===== src/rtl/vx_lsu_agen_pkg.sv =====
// rtl/vx_lsu_agen_pkg.sv - shared types and constants for the LSU address-generation stage
package vx_lsu_agen_pkg;

    localparam int LSU_NUM_THREADS = 4;
    localparam int LSU_NW_BITS     = 2;
    localparam int LSU_NR_BITS     = 5;

    localparam logic [1:0] SIZE_BYTE = 2'd0;
    localparam logic [1:0] SIZE_HALF = 2'd1;
    localparam logic [1:0] SIZE_WORD = 2'd2;

    typedef enum logic {
        RUN        = 1'b0,
        FENCE_WAIT = 1'b1
    } agen_state_t;

    typedef struct packed {
        logic [LSU_NW_BITS-1:0]        wid;
        logic [LSU_NUM_THREADS-1:0]    tmask;
        logic [31:0]                   pc;
        logic [3:0]                    op_type;
        logic                          is_fence;
        logic                          is_prefetch;
        logic [LSU_NUM_THREADS*32-1:0] store_data;
        logic [LSU_NUM_THREADS*32-1:0] addr;
        logic [LSU_NR_BITS-1:0]        rd;
        logic                          wb;
`ifdef LSU_AGEN_MISALIGN_EN
        logic [LSU_NUM_THREADS-1:0]    misaligned;
`endif
    } lsu_entry_t;

    function automatic logic lane_misaligned(input logic [1:0] size, input logic [31:0] addr);
        case (size)
            SIZE_BYTE: return 1'b0;
            SIZE_HALF: return addr[0];
            SIZE_WORD: return addr[1:0] != 2'b00;
            default:   return 1'b0;
        endcase
    endfunction

endpackage


===== src/rtl/vx_lsu_agen_if.sv =====
// rtl/vx_lsu_agen_if.sv - request/issue bundle between dispatch, address generation and memory request stage
interface vx_lsu_agen_if #(
    parameter int NUM_THREADS = 4,
    parameter int NW_BITS     = 2,
    parameter int NR_BITS     = 5
);
    logic                      req_valid;
    logic [NW_BITS-1:0]        req_wid;
    logic [NUM_THREADS-1:0]    req_tmask;
    logic [31:0]               req_PC;
    logic [3:0]                req_op_type;
    logic                      req_is_fence;
    logic                      req_is_prefetch;
    logic [NUM_THREADS*32-1:0] req_store_data;
    logic [NUM_THREADS*32-1:0] req_base_addr;
    logic [31:0]               req_offset;
    logic [NR_BITS-1:0]        req_rd;
    logic                      req_wb;
    logic                      req_ready;

    logic                      agen_valid;
    logic [NW_BITS-1:0]        agen_wid;
    logic [NUM_THREADS-1:0]    agen_tmask;
    logic [31:0]               agen_PC;
    logic [3:0]                agen_op_type;
    logic [NR_BITS-1:0]        agen_rd;
    logic                      agen_wb;
    logic                      agen_is_prefetch;
    logic [NUM_THREADS*32-1:0] agen_store_data;
    logic [NUM_THREADS*32-1:0] agen_addr;
    logic [NUM_THREADS-1:0]    agen_misaligned;
    logic                      agen_ready;

    modport master (
        output req_valid, req_wid, req_tmask, req_PC, req_op_type, req_is_fence,
               req_is_prefetch, req_store_data, req_base_addr, req_offset, req_rd, req_wb,
        input  req_ready,
        input  agen_valid, agen_wid, agen_tmask, agen_PC, agen_op_type, agen_rd, agen_wb,
               agen_is_prefetch, agen_store_data, agen_addr, agen_misaligned,
        output agen_ready
    );

    modport slave (
        input  req_valid, req_wid, req_tmask, req_PC, req_op_type, req_is_fence,
               req_is_prefetch, req_store_data, req_base_addr, req_offset, req_rd, req_wb,
        output req_ready,
        output agen_valid, agen_wid, agen_tmask, agen_PC, agen_op_type, agen_rd, agen_wb,
               agen_is_prefetch, agen_store_data, agen_addr, agen_misaligned,
        input  agen_ready
    );
endinterface


===== src/rtl/vx_lsu_agen_fifo.sv =====
// rtl/vx_lsu_agen_fifo.sv - generic DEPTH-entry synchronous FIFO with full/empty flags
module vx_lsu_agen_fifo #(
    parameter int WIDTH = 8,
    parameter int DEPTH = 2
) (
    input  logic             clk,
    input  logic             reset,
    input  logic             push,
    input  logic             pop,
    input  logic [WIDTH-1:0] wdata,
    output logic [WIDTH-1:0] rdata,
    output logic             full,
    output logic             empty
);
    localparam int AW = $clog2(DEPTH);

    logic [AW:0]      wptr, rptr;
    logic [WIDTH-1:0] mem [DEPTH];
    logic             do_push, do_pop;

    assign do_push = push && !full;
    assign do_pop  = pop && !empty;

    // Storage is cleared on reset so the head reads as all-zero until the first push.
    always_ff @(posedge clk or posedge reset) begin
        if (reset) begin
            wptr <= '0;
            rptr <= '0;
            for (int i = 0; i < DEPTH; i++) mem[i] <= '0;
        end else begin
            if (do_push) begin
                mem[wptr[AW-1:0]] <= wdata;
                wptr              <= wptr + 1'b1;
            end
            if (do_pop) rptr <= rptr + 1'b1;
        end
    end

    assign empty = (wptr == rptr);
    assign full  = (wptr[AW] != rptr[AW]) && (wptr[AW-1:0] == rptr[AW-1:0]);
    assign rdata = mem[rptr[AW-1:0]];

endmodule


===== src/rtl/vx_lsu_agen.sv =====
// rtl/vx_lsu_agen.sv - LSU address generation, issue buffering and fence ordering
// Optional per-lane misalignment flags are built when LSU_AGEN_MISALIGN_EN is defined.
module vx_lsu_agen
    import vx_lsu_agen_pkg::*;
#(
    parameter int NUM_THREADS = LSU_NUM_THREADS,
    parameter int NW_BITS     = LSU_NW_BITS,
    parameter int NR_BITS     = LSU_NR_BITS,
    parameter int DEPTH       = 2,
    parameter int MAX_PENDING = 16
) (
    input  logic        clk,
    input  logic        reset,
    vx_lsu_agen_if.slave bus,
    input  logic        rsp_done,
    output logic        fence_busy
);
    localparam int              PW       = $clog2(MAX_PENDING + 1);
    localparam logic [PW-1:0]   PEND_MAX = PW'(MAX_PENDING);

    lsu_entry_t  enq, head;
    logic        full, empty, push, pop, issue, inc, dec;
    logic [PW-1:0] pending;
    agen_state_t state, state_n;

    always_comb begin
        enq             = '0;
        enq.wid         = bus.req_wid[NW_BITS-1:0];
        enq.tmask       = bus.req_tmask;
        enq.pc          = bus.req_PC;
        enq.op_type     = bus.req_op_type;
        enq.is_fence    = bus.req_is_fence;
        enq.is_prefetch = bus.req_is_prefetch;
        enq.store_data  = bus.req_store_data;
        enq.rd          = bus.req_rd[NR_BITS-1:0];
        enq.wb          = bus.req_wb;
        for (int i = 0; i < NUM_THREADS; i++) begin
            enq.addr[i*32 +: 32] = bus.req_base_addr[i*32 +: 32] + bus.req_offset;
`ifdef LSU_AGEN_MISALIGN_EN
            enq.misaligned[i] = bus.req_tmask[i]
                && lane_misaligned(bus.req_op_type[1:0], enq.addr[i*32 +: 32]);
`endif
        end
    end

    assign push          = bus.req_valid && !full;
    assign bus.req_ready = !full;

    vx_lsu_agen_fifo #(
        .WIDTH($bits(lsu_entry_t)),
        .DEPTH(DEPTH)
    ) u_fifo (
        .clk  (clk),
        .reset(reset),
        .push (push),
        .pop  (pop),
        .wdata(enq),
        .rdata(head),
        .full (full),
        .empty(empty)
    );

    always_ff @(posedge clk or posedge reset) begin
        if (reset) state <= RUN;
        else       state <= state_n;
    end

    // A fence never reaches the memory stage; it is retired in place once pending drains.
    always_comb begin
        state_n    = state;
        pop        = 1'b0;
        issue      = 1'b0;
        fence_busy = 1'b0;
        case (state)
            RUN: begin
                if (!empty) begin
                    if (head.is_fence) begin
                        if (pending == '0) pop     = 1'b1;
                        else               state_n = FENCE_WAIT;
                    end else begin
                        issue = (pending < PEND_MAX) || head.is_prefetch;
                        pop   = issue && bus.agen_ready;
                    end
                end
            end
            FENCE_WAIT: begin
                fence_busy = 1'b1;
                if (pending == '0) begin
                    pop     = 1'b1;
                    state_n = RUN;
                end
            end
            default: state_n = RUN;
        endcase
    end

    assign inc = issue && bus.agen_ready && !head.is_prefetch;
    assign dec = rsp_done && (pending != '0);

    always_ff @(posedge clk or posedge reset) begin
        if (reset)            pending <= '0;
        else if (inc && !dec) pending <= pending + 1'b1;
        else if (dec && !inc) pending <= pending - 1'b1;
    end

    assign bus.agen_valid       = issue;
    assign bus.agen_wid         = head.wid;
    assign bus.agen_tmask       = head.tmask;
    assign bus.agen_PC          = head.pc;
    assign bus.agen_op_type     = head.op_type;
    assign bus.agen_rd          = head.rd;
    assign bus.agen_wb          = head.wb;
    assign bus.agen_is_prefetch = head.is_prefetch;
    assign bus.agen_store_data  = head.store_data;
    assign bus.agen_addr        = head.addr;
`ifdef LSU_AGEN_MISALIGN_EN
    assign bus.agen_misaligned  = head.misaligned;
`else
    assign bus.agen_misaligned  = '0;
`endif

endmodule

===== src/flat_wrapper.sv =====
// flat-port wrapper written by rule: the top's interface ports become plain ports
module vx_lsu_agen_flat import vx_lsu_agen_pkg::*;
#(
    parameter int NUM_THREADS = LSU_NUM_THREADS,
    parameter int NW_BITS     = LSU_NW_BITS,
    parameter int NR_BITS     = LSU_NR_BITS,
    parameter int DEPTH       = 2,
    parameter int MAX_PENDING = 16
)
  (clk, reset, rsp_done, fence_busy, bus_req_valid, bus_req_wid, bus_req_tmask, bus_req_PC, bus_req_op_type, bus_req_is_fence, bus_req_is_prefetch, bus_req_store_data, bus_req_base_addr, bus_req_offset, bus_req_rd, bus_req_wb, bus_req_ready, bus_agen_valid, bus_agen_wid, bus_agen_tmask, bus_agen_PC, bus_agen_op_type, bus_agen_rd, bus_agen_wb, bus_agen_is_prefetch, bus_agen_store_data, bus_agen_addr, bus_agen_misaligned, bus_agen_ready);
  vx_lsu_agen_if #(.NUM_THREADS(NUM_THREADS), .NW_BITS(NW_BITS), .NR_BITS(NR_BITS)) bus_i ();
  input  logic clk;
  input  logic reset;
  input  logic rsp_done;
  output logic fence_busy;
  input wire logic [$bits(bus_i.req_valid)-1:0] bus_req_valid;
  input wire logic [$bits(bus_i.req_wid)-1:0] bus_req_wid;
  input wire logic [$bits(bus_i.req_tmask)-1:0] bus_req_tmask;
  input wire logic [$bits(bus_i.req_PC)-1:0] bus_req_PC;
  input wire logic [$bits(bus_i.req_op_type)-1:0] bus_req_op_type;
  input wire logic [$bits(bus_i.req_is_fence)-1:0] bus_req_is_fence;
  input wire logic [$bits(bus_i.req_is_prefetch)-1:0] bus_req_is_prefetch;
  input wire logic [$bits(bus_i.req_store_data)-1:0] bus_req_store_data;
  input wire logic [$bits(bus_i.req_base_addr)-1:0] bus_req_base_addr;
  input wire logic [$bits(bus_i.req_offset)-1:0] bus_req_offset;
  input wire logic [$bits(bus_i.req_rd)-1:0] bus_req_rd;
  input wire logic [$bits(bus_i.req_wb)-1:0] bus_req_wb;
  output wire logic [$bits(bus_i.req_ready)-1:0] bus_req_ready;
  output wire logic [$bits(bus_i.agen_valid)-1:0] bus_agen_valid;
  output wire logic [$bits(bus_i.agen_wid)-1:0] bus_agen_wid;
  output wire logic [$bits(bus_i.agen_tmask)-1:0] bus_agen_tmask;
  output wire logic [$bits(bus_i.agen_PC)-1:0] bus_agen_PC;
  output wire logic [$bits(bus_i.agen_op_type)-1:0] bus_agen_op_type;
  output wire logic [$bits(bus_i.agen_rd)-1:0] bus_agen_rd;
  output wire logic [$bits(bus_i.agen_wb)-1:0] bus_agen_wb;
  output wire logic [$bits(bus_i.agen_is_prefetch)-1:0] bus_agen_is_prefetch;
  output wire logic [$bits(bus_i.agen_store_data)-1:0] bus_agen_store_data;
  output wire logic [$bits(bus_i.agen_addr)-1:0] bus_agen_addr;
  output wire logic [$bits(bus_i.agen_misaligned)-1:0] bus_agen_misaligned;
  input wire logic [$bits(bus_i.agen_ready)-1:0] bus_agen_ready;
  assign bus_i.req_valid = bus_req_valid;
  assign bus_i.req_wid = bus_req_wid;
  assign bus_i.req_tmask = bus_req_tmask;
  assign bus_i.req_PC = bus_req_PC;
  assign bus_i.req_op_type = bus_req_op_type;
  assign bus_i.req_is_fence = bus_req_is_fence;
  assign bus_i.req_is_prefetch = bus_req_is_prefetch;
  assign bus_i.req_store_data = bus_req_store_data;
  assign bus_i.req_base_addr = bus_req_base_addr;
  assign bus_i.req_offset = bus_req_offset;
  assign bus_i.req_rd = bus_req_rd;
  assign bus_i.req_wb = bus_req_wb;
  assign bus_req_ready = bus_i.req_ready;
  assign bus_agen_valid = bus_i.agen_valid;
  assign bus_agen_wid = bus_i.agen_wid;
  assign bus_agen_tmask = bus_i.agen_tmask;
  assign bus_agen_PC = bus_i.agen_PC;
  assign bus_agen_op_type = bus_i.agen_op_type;
  assign bus_agen_rd = bus_i.agen_rd;
  assign bus_agen_wb = bus_i.agen_wb;
  assign bus_agen_is_prefetch = bus_i.agen_is_prefetch;
  assign bus_agen_store_data = bus_i.agen_store_data;
  assign bus_agen_addr = bus_i.agen_addr;
  assign bus_agen_misaligned = bus_i.agen_misaligned;
  assign bus_i.agen_ready = bus_agen_ready;
  vx_lsu_agen #(.NUM_THREADS(NUM_THREADS), .NW_BITS(NW_BITS), .NR_BITS(NR_BITS), .DEPTH(DEPTH), .MAX_PENDING(MAX_PENDING)) u_core (.clk(clk), .reset(reset), .bus(bus_i), .rsp_done(rsp_done), .fence_busy(fence_busy));
endmodule

===== config.mk =====
export PLATFORM = sky130hd
export DESIGN_NAME = vx_lsu_agen_flat
export DESIGN_NICKNAME = d
export VERILOG_FILES = /design/src/rtl/vx_lsu_agen_pkg.sv /design/src/rtl/vx_lsu_agen_if.sv /design/src/rtl/vx_lsu_agen_fifo.sv /design/src/rtl/vx_lsu_agen.sv /design/src/flat_wrapper.sv
export SDC_FILE = /design/constraint.sdc
export NUM_CORES = 2
export LEC_CHECK = 0
export BUFFER_PORTS_ARGS = -buffer_cell sky130_fd_sc_hd__buf_2
export CAP_MARGIN = 20
export CORE_UTILIZATION = 51
export CTS_CLUSTER_SIZE = 20
export DETAILED_ROUTE_END_ITERATION = 16
export HOLD_SLACK_MARGIN = 0.08
export PLACE_DENSITY = 0.75
export SETUP_SLACK_MARGIN = 0.15
export SYNTH_ARGS = -nofsm -noshare
export SYNTH_HDL_FRONTEND = slang
export SYNTH_SLANG_ARGS = --single-unit

===== constraint.sdc =====
create_clock -name clk -period 26.3 [get_ports clk]
set_input_delay 7.89 -clock clk [delete_from_list [all_inputs] [get_ports clk]]
set_output_delay 7.89 -clock clk [all_outputs]
set_load 0.01 [all_outputs]

==> results by group <==
Drt
  • Final wirelength: 105 mm
  • DRC viols: 0
  • Antenna-violating nets left: 0
  • Iter 0 DRT Violations: 2577
  • Routed wire per std cell: approximately 21 µm
  • DR top layer: met5
  • Vias/cell: approximately 5.6
  • Met2 WL: 47.3 mm
  • Via count: roughly 29000
  • M1 WL: between 40 and 50 mm
  • Met3 wire length: 9.73 mm
  • Drt pass-1 iters: 6

Critical path
  • Critical Path Source: u_core.u_fifo.rptr[0]
  • CP Capture Type: primary output
  • Required time worst endpoint: roughly 18 ns
  • Critical path arrival: 3.94 ns
  • Worst R2R Start: u_core.u_fifo.rptr[0]
  • CP Cell Sequence: buf_4 -> buf_4 -> mux2_2 -> buf_2
  • Crit-path slowest cell: buf_4
  • CP Launch Type: flop
  • Crit path largest cell delay: 0.91 ns
  • Reg-to-reg endpoint: u_core.pending[4]
  • FF-to-FF path depth: 13
  • Worst path most repeated cell: buf_4
  • Setup slack, reg-to-reg: between 20 and 25 ns
  • Critical path class: flop to primary output
  • Critical path endpoint: bus_agen_addr[117]
  • Crit-path max FO: a little over 70

GRT
  • Global route total overflow: 0
  • First-pass GRT wire length: approximately 160 mm
  • Largest net degree at the start of global routing: 260
  • Global Route Usage Sum: a little under a third
  • Vias in the first global route: approximately 27000
  • Initial antenna violation count: 69

STA
  • Period utilization: 45.0%
  • Slew Limit Fails: 0
  • Fmax achieved: 0.0846 GHz
  • Worst Max-Slew Pin Slew: between 1 and 1.5 ns
  • Post-route minimum period: between 10 and 15 ns
  • Skew final: 0.0155 ns
  • TNS Setup: 0 ns
  • Hold Fails Final Rpt: 0
  • Relative slew slack: around 4.4%
  • Final setup viols: 0
  • RSZ-0062 raised after global routing: no

Floorplan
  • Die width: ~260 µm
  • DIE AREA: around 0.065 mm²
  • Core area: 0.0632 mm²
  • Starting Density: around half
  • FP Rows: slightly above 90
  • Ports: 655
  • Die height: 255 µm

Power and ir drop
  • Worst vdd ir: roughly 0.10 mV
  • Pleak: a little over 0.02 µW
  • Final Power: between 4000 and 5000 µW
  • Power Dens Cells: roughly 130 mW/mm²

Clocking
  • # hold bufs at CTS: 0
  • CTS resizes: 0
  • Root Driver: clkbuf_16
  • Clk buf depth: 3
  • TritonCTS clock tree: done
  • H-tree level count: 3
  • Clock sink total: 622
  • Clock-pin slew on the worst setup and hold paths: ~0.06 ns
  • CTS Buf Count: around 70
  • Postcts setup bufs: 0
  • Clock insertion delay at the later pin of the skew report: between 0.6 and 0.7 ns

Synthesis
  • Top cells by area, synth: dfrtp_1 48%, nand2_1 16%, mux2_2 11%
  • Asr flop ratio synth: between 90% and 100%
  • Leading area contributor after synthesis: dfrtp_1
  • YS warnings: 0
  • Top cell type's share of synthesized area: between 40% and 50%
  • Dominant synthesized flop cell: dfrtp_1
  • Netlist Area Pre-Place: roughly 0.033 mm²
  • Seq cells post-synth: a little over 600
  • Yosys cell types: 63
  • Post-synthesis sequential area ratio: between 40% and 50%
  • Post-synth EDFFs: 0
  • Avg Cell Area, Syn: approximately 9.0 µm²
  • Cells after Synth: 3632

Min path
  • Worst hold start: u_core.u_fifo.mem[376]
  • Worst Hold Depth: 2
  • Worst hold path class: flop to flop

Flow run
  • Max Cap Violations: 0

Finish
  • Most common cell after layout, fill and taps aside: nand2_1
  • Final nets: around 4700
  • FF+latch area: around 0.016 mm²
  • Footprint of the multi-input gates: 0.0163 mm²
  • Share of cells above drive strength 1: a little over a quarter
  • Most frequent cells in the layout: 1426 x nand2_1, 650 x buf_2, 621 x dfrtp_1
  • Area delta synth->final: 19.2%
  • Number of fill cells in the layout: ~5300

Place
  • Routability cong.: a little under 1
  • Dpl hpwl: 75.8 mm
  • IO buf count: 650

Run status
  • Outcome: finished clean
==> kinds of logic after synthesis <==
group           share of synthesized area [%]
compound gates                           11.1
mux                                      10.7
fa+ha+maj                                5.21
other cells                            0.0115
buf+inv                                  2.64
flops                                    47.7
simple gates                             19.4
xor+xnor                                 3.33
==> report_power, final <==
group,internal (µW),switching [µW],leakage [µW]
logic,899,1270,0.0115
registers,1420,308,0.00773
clock network,559,413,0.00112
total,2880,1990,0.0203
==> worst min-delay path by stage <==
stage,to
floorplan,u_core.u_fifo.mem[0]
global placement,u_core.u_fifo.mem[567]
detailed placement,u_core.u_fifo.mem[160]
CTS,u_core.u_fifo.mem[542]
global route,u_core.u_fifo.mem[537]
finish,u_core.u_fifo.mem[376]
==> metrics by stage <==
step	setup WS [ns]	instance area, µm²	utilization (%)	std cells	hold WS [ns]
after floorplan	0.991	32700	-	3635	0.440
after global placement	15.16	36500	57.7	4957	0.452
after detailed placement	15.08	36500	57.7	4957	0.456
after CTS	14.42	38700	61.3	5081	0.472
after global routing	14.29	38900	61.5	5111	0.482
final	14.47	38900	61.6	5134	0.470
==> worst max-delay path: cells and delay by family (launching register included) <==
family	cells	cell delay (ns)
flip-flops	1	0.90
buffers and inverters	3	1.89
multiplexers	1	0.43
==> cells in the mapped netlist, types with 5 or more instances <==
cell          n
nand2_1    1426
dfrtp_1     622
mux2_2      308
o21ai_0     289
clkbuf_1    181
ha_1        128
a21oi_1     125
a21o_1       68
xnor2_1      62
xor2_1       62
nor2_1       51
inv_1        30
nand3_1      30
o21bai_1     22
a31oi_1      15
nor3_1       15
nand4_1      14
a211oi_1     13
and3_1       13
o21a_1       12
buf_1        11
o31ai_1      11
nand2b_1     10
and2_1        9
o211ai_1      9
or3_1         8
o21ai_1       6
a2111oi_0     5
a41oi_1       5
fa_1          5
==> routing by layer <==
layer	global-route usage, %	up-vias
met5	0	-
met4	22.6	54
met3	9.24	382
met2	47.8	1305
met1	37.8	13600
li1	-	13300
==> layout make-up <==
type | count | share of cell area, %
inverters | 30 | 0.309
flip-flops and latches | 622 | 40.0
well taps | 846 | 2.72
clock inverters | 35 | 0.968
diodes | 50 | 0.322
clock buffers | 89 | 4.81
multi-input cells | 2787 | 41.8
repair buffers | 675 | 9.04
==> flip-flops by register name (all words and copies together) (netlist names) <==
| name | flops |
|---|---|
| u_core.u_fifo.rptr | 2 |
| u_core.u_fifo.mem | 612 |
| u_core.u_fifo.wptr | 2 |
| u_core.state | 1 |
| u_core.pending | 5 |
Note: power is estimated with default switching activity, not from simulation.
